**config.mk**
```make
export PLATFORM = sky130hd
export DESIGN_NAME = sort_array_ctrl
export DESIGN_NICKNAME = d
export VERILOG_FILES = /design/src/rtl/sort_array_ctrl.sv
export SDC_FILE = /design/constraint.sdc
export NUM_CORES = 1
export LEC_CHECK = 0
export ABC_AREA = 1
export BUFFER_PORTS_ARGS = -buffer_cell sky130_fd_sc_hd__buf_2
export CAP_MARGIN = 20
export CORE_UTILIZATION = 45
export CTS_BUF_LIST = sky130_fd_sc_hd__clkbuf_4
export CTS_CLUSTER_SIZE = 14
export DETAILED_ROUTE_END_ITERATION = 8
export PLACE_DENSITY = 0.86
export REMOVE_ABC_BUFFERS = 1
export SYNTH_ARGS = -nofsm -noshare
export SYNTH_HDL_FRONTEND = slang
export SYNTH_SLANG_ARGS = --single-unit
```
**constraint.sdc**
```tcl
create_clock -name clk -period 1.6 [get_ports clk]
set_clock_uncertainty 0.15 [all_clocks]
set_input_delay 0.16 -clock clk [delete_from_list [all_inputs] [get_ports clk]]
set_output_delay 0.16 -clock clk [all_outputs]
set_load 0.05 [all_outputs]
```
**src/rtl/sort_array_ctrl.sv**
```systemverilog
// Sequencer for a linear array of two-value sort PEs running block odd-even
// transposition sort: loads PE_NUM pairs, then runs PE_NUM compare/exchange phases.
module sort_array_ctrl #(
    parameter int unsigned FIX_POINT_WIDTH = 16,
    parameter int unsigned PE_NUM          = 4,
    parameter int unsigned SORT_LAT        = 3
) (
    input  logic                          clk,
    input  logic                          rst,
    input  logic                          in_valid,
    output logic                          in_ready,
    input  logic [FIX_POINT_WIDTH-1:0]    in_data1,
    input  logic [FIX_POINT_WIDTH-1:0]    in_data2,
    output logic [PE_NUM-1:0]             write_enable,
    output logic [FIX_POINT_WIDTH-1:0]    write_data1,
    output logic [FIX_POINT_WIDTH-1:0]    write_data2,
    output logic [PE_NUM-1:0]             receive_right,
    output logic [PE_NUM-1:0]             sort_en,
    output logic [PE_NUM-1:0]             send_right,
    output logic [PE_NUM-1:0]             receive_left,
    output logic                          busy,
    output logic [$clog2(PE_NUM+1)-1:0]   phase,
    output logic                          done
);

    localparam int unsigned PW = $clog2(PE_NUM + 1);
    localparam int unsigned CW = $clog2(SORT_LAT + 1);

    typedef enum logic [2:0] {
        S_LOAD,
        S_XFER,
        S_SORT,
        S_RET,
        S_DONE
    } state_t;

    state_t                      state, state_nxt;
    logic [PW-1:0]               load_cnt, load_cnt_nxt;
    logic [PW-1:0]               phase_cnt, phase_cnt_nxt;
    logic [CW-1:0]               sort_cnt, sort_cnt_nxt;
    logic [PE_NUM-1:0]           left_mask;
    logic                        accept;

    logic                        in_ready_nxt, busy_nxt, done_nxt;
    logic [PE_NUM-1:0]           write_enable_nxt, receive_right_nxt, sort_en_nxt;
    logic [PE_NUM-1:0]           send_right_nxt, receive_left_nxt;
    logic [FIX_POINT_WIDTH-1:0]  write_data1_nxt, write_data2_nxt;

    assign accept = in_valid & in_ready;

    // Left PEs of the current phase: parity matches phase, and a right partner exists.
    always_comb begin
        left_mask = '0;
        for (int i = 0; i < int'(PE_NUM) - 1; i++) begin
            if ((i % 2) == int'(phase_cnt[0])) begin
                left_mask[i] = 1'b1;
            end
        end
    end

    // Next state; strobes are decoded from the current state and registered,
    // so each strobe appears the cycle after its state is entered.
    always_comb begin
        state_nxt         = state;
        load_cnt_nxt      = load_cnt;
        phase_cnt_nxt     = phase_cnt;
        sort_cnt_nxt      = sort_cnt;
        write_enable_nxt  = '0;
        receive_right_nxt = '0;
        sort_en_nxt       = '0;
        send_right_nxt    = '0;
        receive_left_nxt  = '0;
        done_nxt          = 1'b0;
        write_data1_nxt   = write_data1;
        write_data2_nxt   = write_data2;

        case (state)
            S_LOAD: begin
                if (accept) begin
                    write_enable_nxt = PE_NUM'(1) << load_cnt;
                    write_data1_nxt  = in_data1;
                    write_data2_nxt  = in_data2;
                    load_cnt_nxt     = load_cnt + PW'(1);
                    if (load_cnt == PW'(PE_NUM - 1)) begin
                        state_nxt     = S_XFER;
                        phase_cnt_nxt = '0;
                    end
                end
            end
            S_XFER: begin
                receive_right_nxt = left_mask;
                sort_cnt_nxt      = '0;
                state_nxt         = S_SORT;
            end
            S_SORT: begin
                sort_en_nxt = left_mask;
                if (sort_cnt == CW'(SORT_LAT - 1)) begin
                    state_nxt = S_RET;
                end else begin
                    sort_cnt_nxt = sort_cnt + CW'(1);
                end
            end
            S_RET: begin
                send_right_nxt   = left_mask;
                receive_left_nxt = left_mask << 1;
                if (phase_cnt == PW'(PE_NUM - 1)) begin
                    phase_cnt_nxt = '0;
                    state_nxt     = S_DONE;
                end else begin
                    phase_cnt_nxt = phase_cnt + PW'(1);
                    state_nxt     = S_XFER;
                end
            end
            S_DONE: begin
                done_nxt      = 1'b1;
                load_cnt_nxt  = '0;
                phase_cnt_nxt = '0;
                state_nxt     = S_LOAD;
            end
            default: begin
                state_nxt = S_LOAD;
            end
        endcase

        in_ready_nxt = (state_nxt == S_LOAD);
        busy_nxt     = (state == S_XFER) || (state == S_SORT) || (state == S_RET) ||
                       ((state == S_LOAD) && (state_nxt == S_XFER));
    end

    always_ff @(posedge clk) begin
        if (rst) begin
            state         <= S_LOAD;
            load_cnt      <= '0;
            phase_cnt     <= '0;
            sort_cnt      <= '0;
            in_ready      <= 1'b1;
            busy          <= 1'b0;
            done          <= 1'b0;
            phase         <= '0;
            write_enable  <= '0;
            receive_right <= '0;
            sort_en       <= '0;
            send_right    <= '0;
            receive_left  <= '0;
            write_data1   <= '0;
            write_data2   <= '0;
        end else begin
            state         <= state_nxt;
            load_cnt      <= load_cnt_nxt;
            phase_cnt     <= phase_cnt_nxt;
            sort_cnt      <= sort_cnt_nxt;
            in_ready      <= in_ready_nxt;
            busy          <= busy_nxt;
            done          <= done_nxt;
            phase         <= phase_cnt;
            write_enable  <= write_enable_nxt;
            receive_right <= receive_right_nxt;
            sort_en       <= sort_en_nxt;
            send_right    <= send_right_nxt;
            receive_left  <= receive_left_nxt;
            write_data1   <= write_data1_nxt;
            write_data2   <= write_data2_nxt;
        end
    end

endmodule
```
==> impl_metrics.toml <==
[synth]
synth_cells = 274
ys_ff_latch = 59
synth_common_cells = "nand2_1 (73), dfxtp_1 (59), a21oi_1 (26)"
synth_enable_flop_cells = 0
yosysUniqueCellTypes = 24
synth-main-ff-cell = "dfxtp_1"
ys_seq_area_share_pct = 51.9
synth_top_area_cell = "dfxtp_1"
synth_area_per_cell_um2 = 8.30
synth_area_leaders = "dfxtp_1 (52%), nand2_1 (12%), a21oi_1 (5.7%)"
yosysWarnings = 0
netlist_area_um2 = 2270
synthArstFlopShare_pct = 0
yosysTopAreaCellShare_pct = 51.9
yosysMostFrequentCell = "nand2_1"

[worst_setup_path]
path_buf_inv = 1
regToRegSetupSlack_ns = 0.13
cp.required_ns = 1.77
worst_ep_arrival_time_ns = 1.65
slowest_stage = "dfxtp_1"
path_cells = "nor2_4, nand3_2, buf_4, nand2_1, a21oi_1"
crit_path_end_kind = "flop"
cp_max_fo = 22
crit_family = "flip-flops"
cp-start-kind = "flop"
crit_type = "reg -> reg"
cpPeakStageDelay_ns = 0.48

[sta]
fmaxAchievable_mhz = 678
post-route-min-period_ns = 1.47
period_share_pct = 92.1
slew_violations = 0
hold_viol_final = 0
layout_setup_ws_ns = 0.126
rsz0062_at_grt = "false"
setup_viol_count_final = 0
hold_ws_ns = 0.135

[routing]
postRouteAntennaNets = 0
via_per_inst = 4.65
vias = 2152
routed_wirelength_um = 5700
firstDrtPassIters = 4
wl_per_cell_um = 12.3
drt_iter0_drc = 96
drcViolationCount = 0

[clock_tree]
cts_buffers = 9
cts.sinks = 59
cts_root_buf = "clkbuf_4"
cts_max_level = 3
clockBufferDepth = 2
path_clk_slew_ns = 0.10
cts_tree = "yes"
worstSkewPairLatency_ns = 0.40

[placement]
dp_slack_ns = 0.173
dpl_cell_area_um2 = 2700
portBuffers = 88
gp_congestion = 0.782
hpwl_um = 3310

[global_routing]
antenna_found_initial = 0
grt_pass1_wl_um = 9030
grt_max_degree = 33
grt_remaining_overflow = 0
gr-usage-all-layers_pct = 22.8
grt_pass1_vias = 2045

[job]
max_cap_violations = 0

[power_and_ir_drop]
powerDensity_nw_per_um2 = 983
p_leak_nw = 1.51
vdd_drop_max_v = 0.000595
p_total_mw = 3.10

[die]
dieWidth_um = 73.1
io_pins = 93
dieArea_um2 = 5340
rows = 25
die_h_um = 73.1
initial_core_util_pct = 47.5
core_area_um2 = 4790

[cells_and_area]
final_util_pct = 65.9
areaGrowthSynthToFinish_pct = 38.7
stdcell_area_um2 = 3160
finalNetCount = 432
diodes = 0
drive_gt1_share_pct = 33.8
fillCellCount = 384

[hold_path]
worstHoldPathType = "in -> reg"

[outcome]
status = "completed"
-- state kept, by name (all words and copies together), names as in the netlist --
| name | cells |
|---|---|
| in_ready | 1 |
| busy | 1 |
| done | 1 |
| write_data2 | 16 |
| sort_en | 2 |
| phase_cnt | 3 |
| state | 3 |
| receive_left | 2 |
| sort_cnt | 2 |
| write_data1 | 16 |
| receive_right | 2 |
| load_cnt | 3 |
| phase | 3 |
| write_enable | 4 |
-- through the flow --
stage | TNS (ns) | instances
after detailed placement | 0 | 416
after global routing | 0 | 463
after global placement | 0 | 416
after CTS | 0 | 463
after floorplan | -13.18 | 256
final | 0 | 463
-- cells by family (layout without fill, tap and decap cells) --
kind of cell	Yosys count	in the layout	synth area share [%]
compound gates	43	43	11.1
buf+inv	42	161	10.3
simple gates	125	125	24.3
fa+ha+maj	4	4	2.20
flops	59	59	51.9
other cells	1	4	0.165
-- path summary, 6_finish.rpt --
path	from	endpoint	depth (start not counted)
setup reg to reg	state[0]	write_data2[15]	5
hold / removal	in_valid	phase_cnt[2]	6
setup / recovery	state[0]	write_data2[15]	5
hold reg to reg	phase_cnt[2]	phase[2]	2
-- worst register-to-register path, cell delays in order (launching register included) --
cell and delay (ns):
dfxtp_1 0.48, nor2_4 0.08, nand3_2 0.11, buf_4 0.25, nand2_1 0.13, a21oi_1 0.20
-- placed cells by master (no fill, tap or decap), types with 4 or more instances in the layout --
cell type	netlist	final
o21ai_0	7	7
nand3_1	9	9
nor2_1	23	23
dlygate4sd3_1	0	33
dfxtp_1	59	59
nand2_1	73	72
buf_4	13	4
inv_1	20	20
conb_1	1	4
nand2_2	11	12
a21oi_1	26	26
buf_2	2	88
clkbuf_4	0	10
ha_1	4	4
a21oi_2	10	10
-- area by class of cell --
type / count / area, um^2 / share of cell area, %
clock buffers: 10 / 75.1 / 2.38
clock inverters: 4 / 43.8 / 1.39
flip-flops and latches: 59 / 1180 / 37.4
well taps: 67 / 83.8 / 2.66
inverters: 21 / 78.8 / 2.50
repair buffers: 126 / 821 / 26.0
multi-input cells: 176 / 872 / 27.6
-- layer usage --
layer	GRT usage (%)	share of wire, %
met5	0	0
met3	10.1	8.8
met1	25.8	42
met2	37.2	48
met4	9.80	1.5
-- power breakdown --
| group | total, mW | switching [mW] | internal, mW |
|---|---|---|---|
| Clock | 0.971 | 0.503 | 0.468 |
| Sequential | 1.56 | 0.0330 | 1.53 |
| Combinational | 0.571 | 0.386 | 0.185 |
| Total | 3.10 | 0.922 | 2.18 |
-- repair_timing --
item                                    in CTS  in global routing
buffers inserted                             0                  0
gates resized for setup                      0                  1
hold buffers                                33                  0
endpoints found under the hold margin       40                  0
endpoints found under the setup margin       0                  9
(Power assumes the default switching activity.)
